### config.mk
export PLATFORM = sky130hd
export DESIGN_NAME = mdu_ctrl
export DESIGN_NICKNAME = d
export VERILOG_FILES = /design/src/rtl/mdu_ctrl.sv
export SDC_FILE = /design/constraint.sdc
export NUM_CORES = 2
export LEC_CHECK = 0
export BUFFER_PORTS_ARGS = -buffer_cell sky130_fd_sc_hd__buf_4
export CAP_MARGIN = 20
export CORE_ASPECT_RATIO = 1.25
export CORE_MARGIN = 3
export CORE_UTILIZATION = 59
export DETAILED_ROUTE_END_ITERATION = 16
export MAX_ROUTING_LAYER = met4
export PLACE_DENSITY = 0.81
export SKIP_LAST_GASP = 1
export SYNTH_ARGS = -nofsm -noshare
export SYNTH_HDL_FRONTEND = slang
export SYNTH_SLANG_ARGS = --single-unit
### constraint.sdc
create_clock -name clk -period 6.7 [get_ports clk]
set_input_delay 0.67 -clock clk [delete_from_list [all_inputs] [get_ports clk]]
set_output_delay 0.67 -clock clk [all_outputs]
set_load 0.05 [all_outputs]
### src/rtl/mdu_ctrl.sv
// mdu_ctrl: HI/LO multiply/divide sequencer for the EX stage, driving an external divider.
// Define MDU_MADD_EN to build the MADD/MADDU/MSUB/MSUBU accumulate ops (7-10).
module mdu_ctrl (
    input  logic        clk,
    input  logic        resetn,
    input  logic        op_valid,
    input  logic [3:0]  op,
    input  logic [31:0] src_a,
    input  logic [31:0] src_b,
    input  logic        ex_flush,
    output logic        stall,
    output logic [31:0] hi,
    output logic [31:0] lo,
    output logic        div_en,
    output logic        div_sign,
    output logic        div_cancel,
    output logic [31:0] div_a,
    output logic [31:0] div_b,
    input  logic [31:0] div_q,
    input  logic [31:0] div_r,
    input  logic        div_finish
);

    localparam logic [3:0] OP_MULT  = 4'd1;
    localparam logic [3:0] OP_MULTU = 4'd2;
    localparam logic [3:0] OP_DIV   = 4'd3;
    localparam logic [3:0] OP_DIVU  = 4'd4;
    localparam logic [3:0] OP_MTHI  = 4'd5;
    localparam logic [3:0] OP_MTLO  = 4'd6;
`ifdef MDU_MADD_EN
    localparam logic [3:0] OP_MADD  = 4'd7;
    localparam logic [3:0] OP_MADDU = 4'd8;
    localparam logic [3:0] OP_MSUB  = 4'd9;
    localparam logic [3:0] OP_MSUBU = 4'd10;
`endif

    typedef enum logic [2:0] {
        IDLE = 3'd0,
        MUL1 = 3'd1,
        MUL2 = 3'd2,
        DIVW = 3'd3,
        DONE = 3'd4
    } state_t;

    state_t             state_r;
    state_t             state_nxt_s;
    logic               go_s;
    logic               is_mul_s;
    logic               is_div_s;
    logic               is_signed_s;
    logic               mul_signed_r;
    logic signed [32:0] a_ext_s;
    logic signed [16:0] b_lo_ext_s;
    logic signed [16:0] b_hi_ext_s;
    logic signed [49:0] pp_lo_s;
    logic signed [49:0] pp_hi_s;
    logic signed [49:0] pp_lo_r;
    logic signed [49:0] pp_hi_r;
    logic [63:0]        product_s;
    logic [63:0]        mul_res_s;
    logic [31:0]        hi_nxt_s;
    logic [31:0]        lo_nxt_s;
`ifdef MDU_MADD_EN
    logic               acc_en_s;
    logic               acc_sub_s;
    logic               acc_en_r;
    logic               acc_sub_r;
`endif

    // Opcode decode and the IDLE accept qualifier.
    always_comb begin
        go_s        = 1'b0;
        is_mul_s    = 1'b0;
        is_div_s    = 1'b0;
        is_signed_s = 1'b0;
`ifdef MDU_MADD_EN
        acc_en_s    = 1'b0;
        acc_sub_s   = 1'b0;
`endif
        if (state_r == IDLE) begin
            go_s = op_valid & ~ex_flush;
        end else begin
            go_s = 1'b0;
        end
        case (op)
            OP_MULT: begin
                is_mul_s    = 1'b1;
                is_signed_s = 1'b1;
            end
            OP_MULTU: is_mul_s = 1'b1;
            OP_DIV:   is_div_s = 1'b1;
            OP_DIVU:  is_div_s = 1'b1;
`ifdef MDU_MADD_EN
            OP_MADD: begin
                is_mul_s    = 1'b1;
                is_signed_s = 1'b1;
                acc_en_s    = 1'b1;
            end
            OP_MADDU: begin
                is_mul_s    = 1'b1;
                acc_en_s    = 1'b1;
            end
            OP_MSUB: begin
                is_mul_s    = 1'b1;
                is_signed_s = 1'b1;
                acc_en_s    = 1'b1;
                acc_sub_s   = 1'b1;
            end
            OP_MSUBU: begin
                is_mul_s    = 1'b1;
                acc_en_s    = 1'b1;
                acc_sub_s   = 1'b1;
            end
`endif
            default: is_mul_s = 1'b0;
        endcase
    end

    // FSM state register.
    always_ff @(posedge clk) begin
        if (!resetn) begin
            state_r <= IDLE;
        end else begin
            state_r <= state_nxt_s;
        end
    end

    // Multiply flavour captured at accept so later states do not depend on the held opcode.
    always_ff @(posedge clk) begin
        if (!resetn) begin
            mul_signed_r <= 1'b0;
`ifdef MDU_MADD_EN
            acc_en_r     <= 1'b0;
            acc_sub_r    <= 1'b0;
`endif
        end else if (go_s & is_mul_s) begin
            mul_signed_r <= is_signed_s;
`ifdef MDU_MADD_EN
            acc_en_r     <= acc_en_s;
            acc_sub_r    <= acc_sub_s;
`endif
        end
    end

    // Two 33x17 signed partial products; the low half of src_b is always non-negative.
    always_comb begin
        a_ext_s    = {mul_signed_r & src_a[31], src_a};
        b_lo_ext_s = {1'b0, src_b[15:0]};
        b_hi_ext_s = {mul_signed_r & src_b[31], src_b[31:16]};
        pp_lo_s    = 50'(a_ext_s) * 50'(b_lo_ext_s);
        pp_hi_s    = 50'(a_ext_s) * 50'(b_hi_ext_s);
        product_s  = 64'(pp_lo_r) + (64'(pp_hi_r) << 6'd16);
`ifdef MDU_MADD_EN
        if (acc_en_r) begin
            if (acc_sub_r) begin
                mul_res_s = {hi, lo} - product_s;
            end else begin
                mul_res_s = {hi, lo} + product_s;
            end
        end else begin
            mul_res_s = product_s;
        end
`else
        mul_res_s = product_s;
`endif
    end

    // Partial-product registers, loaded while in MUL1.
    always_ff @(posedge clk) begin
        if (!resetn) begin
            pp_lo_r <= 50'sd0;
            pp_hi_r <= 50'sd0;
        end else if (state_r == MUL1) begin
            pp_lo_r <= pp_lo_s;
            pp_hi_r <= pp_hi_s;
        end
    end

    // Next state and HI/LO write data; a flush always wins over a completing result.
    always_comb begin
        state_nxt_s = state_r;
        hi_nxt_s    = hi;
        lo_nxt_s    = lo;
        case (state_r)
            IDLE: begin
                if (go_s & is_mul_s) begin
                    state_nxt_s = MUL1;
                end else if (go_s & is_div_s) begin
                    state_nxt_s = DIVW;
                end else begin
                    state_nxt_s = IDLE;
                end
                if (go_s & (op == OP_MTHI)) begin
                    hi_nxt_s = src_a;
                end else begin
                    hi_nxt_s = hi;
                end
                if (go_s & (op == OP_MTLO)) begin
                    lo_nxt_s = src_a;
                end else begin
                    lo_nxt_s = lo;
                end
            end
            MUL1: begin
                if (ex_flush) begin
                    state_nxt_s = IDLE;
                end else begin
                    state_nxt_s = MUL2;
                end
            end
            MUL2: begin
                if (ex_flush) begin
                    state_nxt_s = IDLE;
                end else begin
                    state_nxt_s          = DONE;
                    {hi_nxt_s, lo_nxt_s} = mul_res_s;
                end
            end
            DIVW: begin
                if (ex_flush) begin
                    state_nxt_s = IDLE;
                end else if (div_finish) begin
                    state_nxt_s = DONE;
                    hi_nxt_s    = div_r;
                    lo_nxt_s    = div_q;
                end else begin
                    state_nxt_s = DIVW;
                end
            end
            DONE:    state_nxt_s = IDLE;
            default: state_nxt_s = IDLE;
        endcase
    end

    // Architectural HI/LO registers.
    always_ff @(posedge clk) begin
        if (!resetn) begin
            hi <= 32'd0;
            lo <= 32'd0;
        end else begin
            hi <= hi_nxt_s;
            lo <= lo_nxt_s;
        end
    end

    // Pipeline stall and divider handshake; all held low while reset is asserted.
    always_comb begin
        stall      = 1'b0;
        div_en     = 1'b0;
        div_cancel = 1'b0;
        div_sign   = 1'b0;
        div_a      = 32'd0;
        div_b      = 32'd0;
        if (resetn) begin
            stall      = (go_s & (is_mul_s | is_div_s)) | (state_r == MUL1) |
                         (state_r == MUL2) | (state_r == DIVW);
            div_en     = go_s & is_div_s;
            div_cancel = (state_r == DIVW) & ex_flush;
        end else begin
            stall      = 1'b0;
            div_en     = 1'b0;
            div_cancel = 1'b0;
        end
        if (div_en) begin
            div_sign = (op == OP_DIV);
            div_a    = src_a;
            div_b    = src_b;
        end else begin
            div_sign = 1'b0;
            div_a    = 32'd0;
            div_b    = 32'd0;
        end
    end

endmodule

==> summary.txt <==
Critical path
  – Crit path max fanout: 9
  – Critical Path RT: 7.05 ns
  – WP buf/inv: 7
  – Critical path depth: 26
  – Worst reg2reg path depth: 29
  – Slowest CP cell: fa_1
  – Critical path class: input port to register
  – Crit. End Element: register
  – Arr. time, crit path: slightly below 7 ns
  – Slowest stage delay, CP: between 0.5 and 0.6 ns
  – CP dominant cell by count: fa_1
  – Cell family with most CP delay: adder cells
  – Worst Setup Start Kind: input port

Global routing
  – Pin count of the biggest net entering global routing: 74
  – Gr usage total: 38.9%
  – Vias in the first global route: 44200
  – Total grt overflow: 0
  – First-pass GRT wire length: roughly 240000 um
  – Initial antenna violation count: 17

Detailed routing
  – Initial DRT Pass Iterations: 8
  – DR vias: 41000
  – Final wirelength: roughly 150000 um
  – DR vias/cell: 5.70
  – # DRC: 0
  – DRT antenna net count: 0
  – Routed len/inst: 21.5 um
  – 1st-iter DRT viols: around 3700

Synthesis
  – Synth unique cells: just over 90
  – Share of the synthesized area in the top cell type: a little over two fifths
  – Top cells by count, synth: inv_1, fa_1, nand2_1
  – Mapped Nets: approximately 7100
  – Most used flip-flop cell after synthesis: dfxtp_1
  – Cell count after synthesis: 5676
  – Dominant cell type by area after synthesis: fa_1
  – Ys Warns: 0
  – Flops & latches, synth: around 170
  – Syn_area_per_cell: between 8 and 9 um2
  – Count leader, synth: inv_1
  – Post-synth ARST share: 0%
  – EDFF count, synth: 0
  – Mapped cell area: between 0.04 and 0.05 mm2
  – Largest cells by area after synthesis: fa_1, inv_1, ha_1
  – Post-synthesis sequential area ratio: 7.01%

Floorplanning
  – Effective utilization at floorplan: between 50% and 60%
  – Die X: around 260 um
  – Core Region: a little under 0.08 mm2
  – Ports: ~270
  – Die area: 0.0838 mm2
  – FP Rows: 115
  – Die height: approximately 320 um

Timing
  – Pins over their slew limit: 0
  – Final setup viols: 0
  – Fin crit period: around 6.5 ns
  – Max Freq: roughly 0.15 GHz
  – Tcrit/Tclk final: between 90% and 100%
  – RSZ-0062 raised after global routing: true
  – TNS Setup: 0 ns
  – Final Hold Viols: 0
  – Slew at the pin closest to its max-slew limit: just over 0.9 ns
  – Max_slew headroom: a little under two fifths
  – Clk_skew: around 0.017 ns

Layout
  – Area Overhead vs Synth: 14.4%
  – Design area: 0.0543 mm2
  – Final #Nets: 7542
  – Share of layout cells above drive strength 1: about 14%

Clock tree
  – Root buf cell: clkbuf_16
  – CTS tree: yes
  – CTS clk-pin slew, worst paths: about 0.08 ns
  – Clock sinks: between 150 and 200
  – CTS H-tree lvls: 4
  – Clock latency on the worst-skew pair: about 0.47 ns
  – Max clock buf depth: 2
  – Total CTS buffers: 17
  – CTS Hold Buffers Added: 0

Run status
  – Status: complete, no violations

Placed design
  – Number of port buffers: between 200 and 300
  – Dpl cell area: about 0.053 mm2
  – Final GP Congestion: between 0.9 and 1
  – HPWL after DPL: around 130000 um

Hold path
  – Hold path cells: 2
  – Hold WC Path Type: register to register

Job
  – Max cap viols: 0
[cell families after synthesis]
kind of cell	synth area share (%)
mux	0.488
xor+xnor	2.42
buf+inv	12.6
simple gates	17.4
fa+ha+maj	50.7
compound gates	9.43
flops	7.01
[worst register-to-register path: cells and delay by family, from the launching register on]
| family | cells | cell delay [ns] |
|---|---|---|
| and+or+nand+nor | 4 | 0.50 |
| xor gates and xnor gates | 1 | 0.13 |
| AOI/OAI and AO/OA | 6 | 0.86 |
| DFF | 1 | 0.33 |
| adders and majority gates | 7 | 3.36 |
| buffers and inverters | 11 | 1.14 |
[registers in the layout, indices dropped and copies added (netlist names)]
register      flops
pp_lo_r          50
pp_hi_r          48
mul_signed_r      1
hi               32
state_r           3
lo               32
[metrics by stage]
step	hold slack (ns)	worst slack [ns]	utilization (%)	instances
5_1_grt	0.472	-0.0145	68.6	7182
3_3_place_gp	0.437	-0.477	67.2	7128
2_1_floorplan	0.431	-0.0291	-	5676
3_5_place_dp	0.444	-0.556	67.2	7128
4_1_cts	0.436	-0.0299	67.9	7159
6_report	0.451	0.201	68.6	7187
[per-layer routing]
metal / GRT usage, % / part of all wire, %
met1: 46.0 / 36
met2: 62.7 / 47
met3: 9.18 / 11
met4: 19.0 / 5.7
met5: - / 0
[repair_timing]
item,in CTS,in global routing
setup endpoints to repair,7,33
setup buffers,0,4
gates resized for setup,3,103
pin swaps,1,15
[cell usage in the layout, fill, tap and decap left out, types with 10 or more instances in the layout]
cell type,count
inv_1,1247
fa_1,1026
nand2_1,925
buf_4,685
and2_1,438
ha_1,276
a21oi_1,273
nor2_1,187
dfxtp_1,164
o21ai_0,88
xnor2_1,88
a21o_1,77
nand3_1,60
a211oi_1,47
xor2_1,43
and3_1,34
buf_6,28
a31oi_1,24
diode_2,23
nor3_1,23
mux2i_1,22
buf_12,21
o21bai_1,20
nand2b_1,19
o211ai_1,19
nor2b_1,17
clkbuf_16,17
o21a_1,15
nand4_1,11
a31o_2,10
[cell type report]
type,count,area (um2)
Multi-Input combinational cell,3925,38300
Fill cell,6301,24900
Timing Repair Buffer,740,5970
Inverter,1249,4690
Sequential cell,166,3330
Tap cell,1053,1320
Clock buffer,17,425
Clock inverter,14,139
Antenna cell,23,57.6
[path summary, 6_finish.rpt]
| kind | from | endpoint | slack, ns |
|---|---|---|---|
| max | src_b[2] | pp_lo_r[37] | 0.20 |
| min | pp_lo_r[10] | pp_lo_r[10] | 0.45 |
| max reg2reg | mul_signed_r | pp_hi_r[41] | 0.23 |
| min reg2reg | pp_lo_r[10] | pp_lo_r[10] | 0.45 |
Power is not shown: default switching activity piles up to over one toggle a cycle in this logic, so the estimate is an artifact.
